`config.mk`:
```
export PLATFORM = sky130hd
export DESIGN_NAME = mem_stage_lsu
export DESIGN_NICKNAME = d
export VERILOG_FILES = /design/src/rtl/mem_stage_lsu_pkg.sv /design/src/rtl/mem_stage_lsu_lane_align.sv /design/src/rtl/mem_stage_lsu.sv
export SDC_FILE = /design/constraint.sdc
export NUM_CORES = 1
export LEC_CHECK = 0
export CAP_MARGIN = 15
export CORE_MARGIN = 2
export CORE_UTILIZATION = 33
export DETAILED_ROUTE_END_ITERATION = 10
export PLACE_DENSITY_LB_ADDON = 0.05
export SETUP_SLACK_MARGIN = 0.4
export SKIP_CTS_REPAIR_TIMING = 1
export SLEW_MARGIN = 10
export SYNTH_ARGS = -nofsm -noshare
export SYNTH_HDL_FRONTEND = slang
export SYNTH_SLANG_ARGS = --single-unit
```
`constraint.sdc`:
```
create_clock -name clk -period 2.45 [get_ports clk]
set_clock_uncertainty 0.1 [all_clocks]
set_input_delay 0.245 -clock clk [delete_from_list [all_inputs] [get_ports clk]]
set_output_delay 0.245 -clock clk [all_outputs]
set_load 0.05 [all_outputs]
```
`src/rtl/mem_stage_lsu_pkg.sv`:
```
// Shared types for the memory-stage load/store unit.
// Access size, fault causes and the registered request bundle.
package mem_stage_lsu_pkg;

    localparam int LSU_XLEN  = 32;
    localparam int LSU_REG_W = 5;

    typedef enum logic [1:0] {
        SZ_B = 2'd0,
        SZ_H = 2'd1,
        SZ_W = 2'd2
    } lsu_size_e;

    typedef enum logic [1:0] {
        FC_NONE        = 2'b00,
        FC_LD_MISALIGN = 2'b01,
        FC_ST_MISALIGN = 2'b10,
        FC_TIMEOUT     = 2'b11
    } fault_cause_e;

    typedef struct packed {
        logic [LSU_XLEN-1:0]  addr;
        logic [LSU_XLEN-1:0]  wdata;
        logic [3:0]           be;
        logic                 we;
        logic [2:0]           funct3;
        logic [LSU_REG_W-1:0] rd;
        logic                 reg_write;
    } lsu_req_s;

    typedef struct packed {
        logic [LSU_XLEN-1:0]  alu_result;
        logic [LSU_XLEN-1:0]  store_data;
        logic                 mem_read;
        logic                 mem_write;
        logic [2:0]           funct3;
        logic                 reg_write;
        logic [LSU_REG_W-1:0] rd;
    } ex_to_mem_s;

    // Unused encodings (011, 110, 111) fall through to word.
    function automatic lsu_size_e lsu_size(input logic [2:0] f3);
        unique case (f3[1:0])
            2'b00:   return SZ_B;
            2'b01:   return SZ_H;
            default: return SZ_W;
        endcase
    endfunction

endpackage

```
`src/rtl/mem_stage_lsu_lane_align.sv`:
```
// Byte-lane shaping for stores, lane extraction/extension for loads,
// and natural-alignment check. Purely combinational.
import mem_stage_lsu_pkg::*;

module mem_stage_lsu_lane_align (
    input  logic [31:0] addr_i,
    input  logic [2:0]  funct3_i,
    input  logic [31:0] sdata_i,
    input  logic [31:0] rdata_i,
    output logic [31:0] wdata_o,
    output logic [3:0]  be_o,
    output logic [31:0] ldata_o,
    output logic        misalign_o
);

    lsu_size_e   size;
    logic [1:0]  off;
    logic [31:0] shifted;

    assign size    = lsu_size(funct3_i);
    assign off     = addr_i[1:0];
    assign shifted = rdata_i >> {off, 3'b000};

    always_comb begin
        wdata_o    = sdata_i;
        be_o       = 4'hF;
        ldata_o    = shifted;
        misalign_o = 1'b0;
        unique case (size)
            SZ_B: begin
                wdata_o = {4{sdata_i[7:0]}};
                be_o    = 4'b0001 << off;
                ldata_o = funct3_i[2] ? {24'h0, shifted[7:0]}
                                      : {{24{shifted[7]}}, shifted[7:0]};
            end
            SZ_H: begin
                wdata_o    = {2{sdata_i[15:0]}};
                be_o       = 4'b0011 << off;
                ldata_o    = funct3_i[2] ? {16'h0, shifted[15:0]}
                                         : {{16{shifted[15]}}, shifted[15:0]};
                misalign_o = off[0];
            end
            SZ_W: begin
                misalign_o = (off != 2'b00);
            end
            default: begin
                misalign_o = (off != 2'b00);
            end
        endcase
    end

endmodule

```
`src/rtl/mem_stage_lsu.sv`:
```
// Pipelined memory stage: variable-latency req/ack data port,
// sub-word accesses, misalignment and bus-timeout faults.
import mem_stage_lsu_pkg::*;

module mem_stage_lsu #(
    parameter int XLEN    = 32,
    parameter int REG_W   = 5,
    parameter int TIMEOUT = 16,
    parameter int TMO_W   = (TIMEOUT > 0) ? $clog2(TIMEOUT + 1) : 1
) (
    input  logic              clk,
    input  logic              rst_n,
    input  logic              in_valid,
    output logic              in_ready,
    input  logic [XLEN-1:0]   in_alu_result,
    input  logic [XLEN-1:0]   in_store_data,
    input  logic              in_mem_read,
    input  logic              in_mem_write,
    input  logic [2:0]        in_funct3,
    input  logic              in_reg_write,
    input  logic [REG_W-1:0]  in_rd,
    output logic              dmem_req,
    output logic              dmem_we,
    output logic [XLEN-1:0]   dmem_addr,
    output logic [XLEN-1:0]   dmem_wdata,
    output logic [XLEN/8-1:0] dmem_be,
    input  logic              dmem_ack,
    input  logic [XLEN-1:0]   dmem_rdata,
    output logic              wb_valid,
    output logic              wb_reg_write,
    output logic [REG_W-1:0]  wb_rd,
    output logic [XLEN-1:0]   wb_data,
    output logic              fault_valid,
    output logic [1:0]        fault_cause,
    output logic [XLEN-1:0]   fault_addr
);

    if (XLEN != LSU_XLEN) begin : g_xlen_chk
        $error("mem_stage_lsu: XLEN must be 32");
    end
    if (REG_W != LSU_REG_W) begin : g_regw_chk
        $error("mem_stage_lsu: REG_W must be 5");
    end

    typedef enum logic {
        S_IDLE = 1'b0,
        S_WAIT = 1'b1
    } state_e;

    state_e       state_q, state_d;
    lsu_req_s     req_q, req_d;
    logic         dmem_req_q, dmem_req_d;
    logic [TMO_W-1:0] cnt_q, cnt_d;
    logic         wb_valid_q, wb_valid_d;
    logic         wb_reg_write_q, wb_reg_write_d;
    logic [REG_W-1:0] wb_rd_q, wb_rd_d;
    logic [XLEN-1:0]  wb_data_q, wb_data_d;
    logic         fault_valid_q, fault_valid_d;
    fault_cause_e fault_cause_q, fault_cause_d;
    logic [XLEN-1:0]  fault_addr_q, fault_addr_d;

    ex_to_mem_s  ex;
    logic [31:0] al_addr;
    logic [2:0]  al_funct3;
    logic [31:0] al_wdata;
    logic [3:0]  al_be;
    logic [31:0] al_ldata;
    logic        al_misalign;
    logic        is_mem;
    logic        tmo_hit;

    assign ex = '{
        alu_result: in_alu_result,
        store_data: in_store_data,
        mem_read:   in_mem_read,
        mem_write:  in_mem_write,
        funct3:     in_funct3,
        reg_write:  in_reg_write,
        rd:         in_rd
    };

    // One aligner serves both paths: incoming op in IDLE, held request in WAIT.
    assign al_addr   = (state_q == S_WAIT) ? req_q.addr   : ex.alu_result;
    assign al_funct3 = (state_q == S_WAIT) ? req_q.funct3 : ex.funct3;

    mem_stage_lsu_lane_align u_align (
        .addr_i     (al_addr),
        .funct3_i   (al_funct3),
        .sdata_i    (ex.store_data),
        .rdata_i    (dmem_rdata),
        .wdata_o    (al_wdata),
        .be_o       (al_be),
        .ldata_o    (al_ldata),
        .misalign_o (al_misalign)
    );

    assign is_mem  = ex.mem_read | ex.mem_write;
    assign tmo_hit = (TIMEOUT > 0) && (cnt_q == TMO_W'(TIMEOUT - 1));

    always_comb begin
        state_d        = state_q;
        req_d          = req_q;
        dmem_req_d     = dmem_req_q;
        cnt_d          = cnt_q;
        wb_valid_d     = 1'b0;
        wb_reg_write_d = 1'b0;
        wb_rd_d        = wb_rd_q;
        wb_data_d      = wb_data_q;
        fault_valid_d  = 1'b0;
        fault_cause_d  = fault_cause_q;
        fault_addr_d   = fault_addr_q;
        unique case (state_q)
            S_IDLE: begin
                if (in_valid) begin
                    if (!is_mem) begin
                        wb_valid_d     = 1'b1;
                        wb_reg_write_d = ex.reg_write;
                        wb_rd_d        = ex.rd;
                        wb_data_d      = ex.alu_result;
                    end else if (al_misalign) begin
                        fault_valid_d = 1'b1;
                        fault_cause_d = ex.mem_read ? FC_LD_MISALIGN
                                                    : FC_ST_MISALIGN;
                        fault_addr_d  = ex.alu_result;
                    end else begin
                        req_d.addr      = ex.alu_result;
                        req_d.wdata     = al_wdata;
                        req_d.be        = al_be;
                        req_d.we        = ~ex.mem_read;
                        req_d.funct3    = ex.funct3;
                        req_d.rd        = ex.rd;
                        req_d.reg_write = ex.reg_write;
                        dmem_req_d      = 1'b1;
                        cnt_d           = '0;
                        state_d         = S_WAIT;
                    end
                end
            end
            S_WAIT: begin
                if (dmem_ack) begin
                    dmem_req_d     = 1'b0;
                    state_d        = S_IDLE;
                    wb_valid_d     = 1'b1;
                    wb_reg_write_d = req_q.reg_write & ~req_q.we;
                    wb_rd_d        = req_q.rd;
                    if (!req_q.we) wb_data_d = al_ldata;
                end else if (tmo_hit) begin
                    dmem_req_d    = 1'b0;
                    state_d       = S_IDLE;
                    fault_valid_d = 1'b1;
                    fault_cause_d = FC_TIMEOUT;
                    fault_addr_d  = req_q.addr;
                end else if (TIMEOUT > 0) begin
                    cnt_d = cnt_q + TMO_W'(1);
                end
            end
            default: state_d = S_IDLE;
        endcase
    end

    always_ff @(posedge clk or negedge rst_n) begin
        if (!rst_n) begin
            state_q        <= S_IDLE;
            req_q          <= '0;
            dmem_req_q     <= 1'b0;
            cnt_q          <= '0;
            wb_valid_q     <= 1'b0;
            wb_reg_write_q <= 1'b0;
            wb_rd_q        <= '0;
            wb_data_q      <= '0;
            fault_valid_q  <= 1'b0;
            fault_cause_q  <= FC_NONE;
            fault_addr_q   <= '0;
        end else begin
            state_q        <= state_d;
            req_q          <= req_d;
            dmem_req_q     <= dmem_req_d;
            cnt_q          <= cnt_d;
            wb_valid_q     <= wb_valid_d;
            wb_reg_write_q <= wb_reg_write_d;
            wb_rd_q        <= wb_rd_d;
            wb_data_q      <= wb_data_d;
            fault_valid_q  <= fault_valid_d;
            fault_cause_q  <= fault_cause_d;
            fault_addr_q   <= fault_addr_d;
        end
    end

    assign in_ready     = (state_q == S_IDLE);
    assign dmem_req     = dmem_req_q;
    assign dmem_we      = req_q.we;
    assign dmem_addr    = {req_q.addr[XLEN-1:2], 2'b00};
    assign dmem_wdata   = req_q.wdata;
    assign dmem_be      = req_q.be;
    assign wb_valid     = wb_valid_q;
    assign wb_reg_write = wb_reg_write_q;
    assign wb_rd        = wb_rd_q;
    assign wb_data      = wb_data_q;
    assign fault_valid  = fault_valid_q;
    assign fault_cause  = fault_cause_q;
    assign fault_addr   = fault_addr_q;

endmodule

```
# After elaboration in Yosys (flattened, before gate mapping)
# Index checks and enable logic that the tools add are counted.
# op_classes
addsub,1
bitwise,6
n_reduce_logical,9
shift,3
div,0
n_eq_ne,14
order_cmp,0
mul,0
n_mux,63
# ops
op,n
2-to-1 mux 32 bit,11
one-hot mux 32 bit (2 select lines),4
2-to-1 mux 5 bit,8
>> shifter 32 x 5 -> 32 bit,1
2-to-1 mux 1 bit,21
one-hot mux 5 bit (2 select lines),2
2-to-1 mux 2 bit,7
inequality test 2 bit (second input constant),7
one-hot mux 1 bit (2 select lines),6
AND reduction 4 bit,3
AND reduction 5 bit,2
one-hot mux 2 bit (2 select lines),2
one-hot mux 4 bit (2 select lines),1
inequality test 2 x 1 -> 1 bit (second input constant),3
adder 5 x 1 -> 5 bit (second input constant),1
== test 5 x 4 -> 1 bit (second input constant),1
== test 2 x 1 -> 1 bit (second input constant),2
logical NOT 2 bit,2
inverter 1 bit,4
left shift 1 x 2 -> 4 bit (first input constant),1
left shift 2 x 2 -> 4 bit (first input constant),1
2-to-1 mux 3 bit,1
inequality test 3 x 2 -> 1 bit (second input constant),1
AND reduction 3 bit,1
3 further kinds,3
# totals
ff_bits,159
mem_bits_ro,0
ramBits,0
out_inout_bits,145
mem_count,0
wordCells,113
latch_bits,0

# Logic depth before layout (Yosys ltp)
# Gate-level depths: netlist (run 1).
# depth
word_depth,9
depth_mapped,10
mapped_depth_nobuf,7

# Hierarchy
# A second synthesis (run 1) with hierarchy kept.
# hier_totals
cells_unflattened,855
area_unflattened_um2,8615.8
# by_module_without_submodules
mod,instances,seq_area_each_um2,cells_each,area_each_um2
mem_stage_lsu,1,3978.8,656,7279.5
mem_stage_lsu_lane_align,1,0.0,199,1336.3

# Worst setup path before layout (run 1)
# OpenSTA, ideal clock, no wires.
# synth_path
path_type,register -> register
from,register state_q
to,"register fault_addr_q[2], in the netlist fault_addr[2]"
stages_incl_launch_ff,9
setup_ps,127
arrival_ps,2002
n_path_buf,3
required_time_ps,2223
path_slack_ps,221
cell_sequence,dfrtp_1 > buf_6 > buf_6 > clkinv_1 > nor3b_1 > a31oi_2 > buf_2 > a211oi_1 > a21oi_1
# synth_via
word_cells_on_any_way,17
# synth_lines
item,line_no,rtl
"start, declared",mem_stage_lsu.sv:50,"state_e state_q, state_d;"
"start signal, assigned",mem_stage_lsu.sv:175,state_q <= state_d;
inverter 1 bit (no source line) *,--,
net in_ready,mem_stage_lsu.sv:14,"output logic in_ready,"
inequality test 2 x 1 -> 1 bit (no source line) / inequality test 2 bit (equally long branches),--,
AND reduction 5 bit (no source line),--,
"end signal, assigned",mem_stage_lsu.sv:185,fault_addr_q <= fault_addr_d;
"end, declared",mem_stage_lsu.sv:60,"logic [XLEN-1:0] fault_addr_q, fault_addr_d;"
# The timed path passes the listed nets; every way through them passes the cells marked *.
# A chain may end at the register's enable or synchronous reset.

# Final worst setup path (run 1)
# layout_path
from,register state_q
to,"register wb_data_q[24], in the netlist wb_data[24]"
# layout_via
elab_chain_len,8
word_cells_on_any_way,20
# layout_rtl
item,line_no,rtl
"parallel branches: the longest is 8 deep, another holds >> shifter 32 x 5 -> 32 bit",--,
"end signal, assigned",mem_stage_lsu.sv:182,wb_data_q <= wb_data_d;
"end, declared",mem_stage_lsu.sv:57,"logic [XLEN-1:0] wb_data_q, wb_data_d;"
# Several ways; the timed one is not identified. The select of a mux whose other input is x is not followed.

==> results of run 1 <==
[flip-flops by register name, indices dropped and copies added, names as in the netlist]
register,cells
fault_addr,32
dmem_be,4
state_q,1
dmem_we,1
dmem_req,1
req_q,11
dmem_addr,30
fault_valid,1
dmem_wdata,32
wb_valid,1
fault_cause,2
wb_data,32
cnt_q,5
wb_rd,5
wb_reg_write,1
[cell families (layout without fill, tap and decap cells)]
family                     after synthesis  in the layout  share of synthesized area [%]
other                                    1              3                         0.0461
xor gates and xnor gates                 4              4                          0.431
DFF                                    159            159                           48.9
buffers and inverters                  129            385                           9.99
muxes                                   46             46                           6.07
adders and majority gates                2              2                          0.307
and+or+nand+nor                        417            417                           20.9
AOI/OAI and AO/OA                      154            154                           13.4
[worst max-delay path: cells and delay by family (launching register included)]
kind / cells / cell delay, ps
AO/OA/AOI/OAI: 3 / 540
flip-flops: 1 / 550
buffers and inverters: 1 / 230
multiplexers: 2 / 570
[worst paths after layout]
path | from | endpoint | slack [ps] | depth (start not counted)
max | state_q$_DFF_PN0_ | wb_data[24]$_DFFE_PN0P_ | 340 | 6
min | in_store_data[17] | dmem_wdata[17]$_DFFE_PN0P_ | 260 | 3
max reg2reg | state_q$_DFF_PN0_ | wb_data[24]$_DFFE_PN0P_ | 340 | 6
min reg2reg | req_q[0]$_DFFE_PN0P_ | req_q[0]$_DFFE_PN0P_ | 380 | 2
max in group asynchronous | rst_n | dmem_addr[13]$_DFFE_PN0P_ | 1290 | 3
min in group asynchronous | rst_n | fault_addr[3]$_DFFE_PN0P_ | 270 | 2
[power by group through the flow]
stage	combinational [mW]	sequential, mW	clock (mW)
global route	12.4	4.88	2.73
global placement	10.5	4.71	0
detailed placement	10.5	4.72	0
floorplan	5.66	6.53	0
CTS	10.5	4.69	2.62
finish	11.8	4.71	2.56
[cell type report]
cell class	count	area [µm²]
antenna	1	2.50
clock buffer	20	447
clock inverter	12	104
fill	2328	11800
inverter	8	31.3
multi-input combinational	625	3720
sequential	159	3980
tap	324	405
timing repair buffer	345	3770
[cell usage in the layout (no fill, tap or decap), types with 24 or more instances in the layout]
| cell type | n |
|---|---|
| nor2_1 | 45 |
| nand2_1 | 278 |
| o21ai_0 | 29 |
| clkbuf_16 | 31 |
| buf_4 | 45 |
| nor3_1 | 24 |
| mux2i_1 | 35 |
| a31oi_1 | 31 |
| clkdlybuf4s50_1 | 248 |
| dfrtp_1 | 158 |
[routing by layer]
| metal | vias to the layer above | GRT usage (%) |
|---|---|---|
| met5 | - | 0 |
| met2 | 229 | 31.8 |
| met1 | 3558 | 28.6 |
| li1 | 3491 | - |
| met3 | 31 | 4.39 |
| met4 | 0 | 6.37 |
==> metrics.md, run 1 <==
| Metric | Value |
|---|---|
| Synth cell types | 55 |
| Drt first pass iters | 4 |
| Clk slew on worst S/H paths | approximately 70 ps |
| CTS Buffer Depth | 2 |
| Number of global-route vias before repair | slightly below 7k |
| Final setup viols | 0 |
| Unrepaired setup endpoints after global routing | true |
| CP Capture Type | register |
| Buffers added on ports | about 250 |
| Power share of the combinational group | between 60% and 70% |
| Status | finished clean |
| Switch Pwr | 9.47 mW |
| Slew margin rel. | between 50% and 60% |
| Met1 wire length | 13.8 mm |
| CTS root buffer | clkbuf_16 |
| Top_reg_cell synth | dfrtp_1 |
| GRT Residual Overflow | 0 |
| Top-Level Pins | ~260 |
| Max cap viols | 0 |
| Placed Cells | between 1k and 1.5k |
| Register area share after synthesis | between 40% and 50% |
| Critical path, cell by cell | mux2_4 > mux2i_4 > o22ai_4 > a211oi_4 > clkbuf_16 > a211oi_1 |
| Finished Core Util | about half |
| Setup ws final | approximately 340 ps |
| Final nets | between 1k and 1.5k |
| CTS buffer count | 17 |
| Synth top area cells | dfrtp_1 49%, nand2_1 13%, buf_4 6.3% |
| CTS sink count | ~160 |
| Sw Share | 49.6% |
| Startpoint Class | register |
| Critical Path Slowest Stage Cell | dfrtp_4 |
| DP HPWL | 19.3 mm |
| Final worst path period need | 2110 ps |
| Mapped Area | about 8000 µm² |
| First-pass GRT wire length | just over 40 mm |
| Dpl ws | -73.1 ps |
| Clock latency on the worst-skew pair | 430 ps |
| Metal2 WL | around 14 mm |
| Most numerous cell in the Yosys netlist | nand2_1 |
| CP peak stage delay | ~550 ps |
| Hold Slack | between 200 and 300 ps |
| First DRT Iteration DRCs | approximately 350 |
| Height of the die | roughly 160 µm |
| Clock power frac | 13.4% |
| Post-synth top area share | slightly below 50% |
| P&R area growth vs syn | 53.2% |
| Rows | 57 |
| Leak | 5.42 nW |
| Highest routed layer | met4 |
| Chip width | 161 µm |
| CTS tree | yes |
| Setup TNS | 0 ps |
| Share of layout cells above drive strength 1 | roughly 18% |
| Routed Antenna Nets | 0 |
| GRT Total Usage | 20.4% |
| H-tree level count | 4 |
| Post-synthesis register bit count | between 150 and 200 |
| # DRC | 0 |
| Post-synth top area cell | dfrtp_1 |
| Fin crit share | between 80% and 90% |
| Hold Vio Cnt, Final | 0 |
| Die area | around 26,000 µm² |
| Internal cell power | between 9 and 10 mW |
| DR vias | 7,309 |
| Max-slew violation count | 0 |
| Initial Util | between 30% and 40% |
| Req. time, crit path | ~2700 ps |
| Via/cell ratio | about 5 |
| VDD IR max | ~0.63 mV |
| Routed WL | a little under 30 mm |
| Power Total | around 19 mW |
| Crit-path max FO | 8 |
| Worst-Margin Slew | ~620 ps |
| Layout Cells excl Fill | 1,494 |
| Synthesis Warnings | 0 |
| Power Density | between 1500 and 2000 nW/µm² |
| Gate Count Post-Synth | just over 900 |
| Syn Area/Cell | slightly below 9 µm² |
| RePlAce Congestion | approximately 0.83 |
| Post-synth top cells | 286 x nand2_1, 159 x dfrtp_1, 68 x buf_4, 64 x nor2_1, 39 x mux2i_1 |
| Sequential share of power | between 20 and 25% |
| Largest net degree at the start of global routing | 60 |
| Core area | 24,200 µm² |
| Wire per inst | roughly 20 µm |
| Post-synthesis async set-or-reset flop share | 100% |
| Peak Freq | about 470 MHz |
| Post-synth EDFFs | 0 |
| Initial antenna violation count | 1 |
| Met3 wire length | approximately 1.5 mm |
| Placed instance area | around 11,000 µm² |
| Final non-filler cell area | approximately 12,000 µm² |
| Crit path DAT | between 2000 and 2500 ps |
| Hold/Removal Path Class | in2reg |
| Crit path kind | reg2reg |
Note: power is estimated with default switching activity, not from simulation.
==> inputs of run 2 (changes only) <==
Settings changed: HOLD_SLACK_MARGIN set to 0.1.
==> results of run 2 <==
Same layout as run 1: the final DEF is identical, and so are final timing and power.
==> inputs of run 3 (changes only) <==
Settings changed: REMOVE_ABC_BUFFERS set to 1.
==> run 3 against run 2 <==
Global-route usage shrank 0.47 points. Sequential share of layout area grew 1.2 points. Register-to-register slack lost 40 ps. First-iteration DRC count grew 13%. Final cell count shrank 1.3%. Cell area shrank 3.8%. Worst hold slack lost 16 ps. Routed wire length shrank 5.4%. Critical path type unchanged. Critical endpoint is now fault_addr[0]$_DFFE_PN0P_. Largest cell class unchanged. Largest power group unchanged.
==> metrics.md, run 3 (same netlist as run 1, synthesis figures left out) <==
| Metric | Value |
|---|---|
| Status | finished clean |
| Clk slew on worst S/H paths | 70 ps |
| Worst R2R Path Depth | 7 |
| Number of global-route vias before repair | ~6.8k |
| Drt first pass iters | 4 |
| GRT Total Usage | roughly 20% |
| CP Capture Type | register |
| Die area | about 26,000 µm² |
| Core area | ~24,000 µm² |
| Initial Util | between 30% and 40% |
| GRT Residual Overflow | 0 |
| Finished Core Util | between 40% and 50% |
| Placed Cells | ~1.4k |
| Max-slew violation count | 0 |
| Placed instance area | 10,700 µm² |
| CTS root buffer | clkbuf_16 |
| Power Total | 18.5 mW |
| Final nets | between 1k and 1.5k |
| CTS sink count | approximately 160 |
| Layout Cells excl Fill | approximately 1.5k |
| DP HPWL | ~18 mm |
| Unrepaired setup endpoints after global routing | true |
| Setup ws final | about 300 ps |
| Largest net degree at the start of global routing | between 70 and 80 |
| Leak | roughly 5.2 nW |
| Most frequent cells in the layout | 285 x nand2_1, 250 x clkdlybuf4s50_1, 158 x dfrtp_1 |
| Share of layout cells above drive strength 1 | roughly 14% |
| Chip width | between 150 and 200 µm |
| Top-Level Pins | 256 |
| VDD IR max | between 0.5 and 0.6 mV |
| Slew margin rel. | between 50% and 60% |
| First-pass GRT wire length | ~40 mm |
| Clock latency on the worst-skew pair | about 430 ps |
| Hold Slack | between 200 and 250 ps |
| Height of the die | 161 µm |
| Critical Path Slowest Stage Cell | dfrtp_4 |
| Final non-filler cell area | between 10,000 and 15,000 µm² |
| Dpl ws | 20.2 ps |
| Critical path, cell by cell | buf_4 > buf_4 > mux2i_4 > o21ai_4 > a31oi_4 > buf_12 > mux2_2 |
| RePlAce Congestion | ~0.79 |
| CTS tree | yes |
| Final worst path period need | roughly 2100 ps |
| Crit path kind | reg2reg |
| Crit path DAT | between 2000 and 2500 ps |
| Routed WL | about 28 mm |
| Wire per inst | between 15 and 20 µm |
| Crit-path most repeated cell | buf_4 |
| CTS buffer count | 17 |
| Worst-Margin Slew | 604 ps |
| Commonest non-fill, non-tap cell in the layout | nand2_1 |
| Peak Freq | about 470 MHz |
| First DRT Iteration DRCs | slightly below 400 |
| ANT cells | 0 |
| Final setup viols | 0 |
| Power Density | between 1500 and 2000 nW/µm² |
| CTS Buffer Depth | 2 |
| Startpoint Class | register |
| Fin crit share | 87.7% |
| Initial antenna violation count | 0 |
| H-tree level count | 4 |
| P&R area growth vs syn | 47.5% |
| DR vias | around 7.1k |
| Rows | 57 |
| # DRC | 0 |
| Hold Vio Cnt, Final | 0 |
| Routed Antenna Nets | 0 |
| Crit-path max FO | 8 |
| Buffers added on ports | roughly 250 |
| Setup TNS | 0 ps |
| Req. time, crit path | between 2000 and 3000 ps |
| Max cap viols | 0 |
| CP peak stage delay | about 500 ps |
| Via/cell ratio | around 4.8 |
| Hold/Removal Path Class | in2async |
run 3: cell types whose count changed in the layout (fill, tap and decap cells not counted), moves of 4 or more:
| cell | delta |
|---|---|
| nor2_1 | +18 |
| buf_4 | -10 |
| nor2_2 | -9 |
| nor2_4 | -9 |
| clkbuf_16 | -8 |
| nand2_2 | -8 |
| nand2_1 | +7 |
| o21ai_0 | +6 |
| buf_12 | -4 |
| buf_6 | +4 |
| clkinv_4 | -4 |
run 3: worst paths after layout:
check                                                  to                      start  slack, ps
worst min-delay path             dmem_addr[4]$_DFFE_PN0P_                      rst_n        250
worst min register to register  dmem_wdata[5]$_DFFE_PN0P_  dmem_wdata[5]$_DFFE_PN0P_        380
max in group asynchronous       dmem_addr[12]$_DFFE_PN0P_                      rst_n       1330
worst max-delay path            fault_addr[0]$_DFFE_PN0P_          state_q$_DFF_PN0_        300
min in group clk                 dmem_addr[4]$_DFFE_PN0P_           in_alu_result[4]        270
worst max register to register  fault_addr[0]$_DFFE_PN0P_          state_q$_DFF_PN0_        300
run 3: worst max-delay path: cells and delay by family (launching register included):
family | cells | cell delay [ps]
muxes | 2 | 550
DFF | 1 | 500
buffers and inverters | 3 | 490
AOI/OAI and AO/OA | 2 | 380
run 3: layout make-up:
class                   instances  area, µm²
well taps                     324        405
clock inverters                13        130
repair buffers                328       3470
flip-flops and latches        159       3980
inverters                       8       30.0
fillers                      2353      12200
multi-input cells             625       3560
clock buffers                  18        429
run 3: power breakdown:
part           total (mW)  switching, mW  leakage, nW  internal [mW]
sequential           4.66          0.799         1.91           3.86
combinational        11.3           7.23         3.02           4.03
clock                2.60           1.19        0.259           1.42
total                18.5           9.22         5.19           9.30
run 3: metal layers:
metal / GRT usage, % / share of wire, % / routed length [µm] / up-vias
met3: 5.32 / 5.8 / 1620 / 12
met4: 4.22 / 0.77 / 214 / 0
li1: - / - / - / 3455
met1: 27.3 / 45 / 12700 / 3394
met2: 32.0 / 48 / 13300 / 221
met5: 0 / 0 / 0 / -
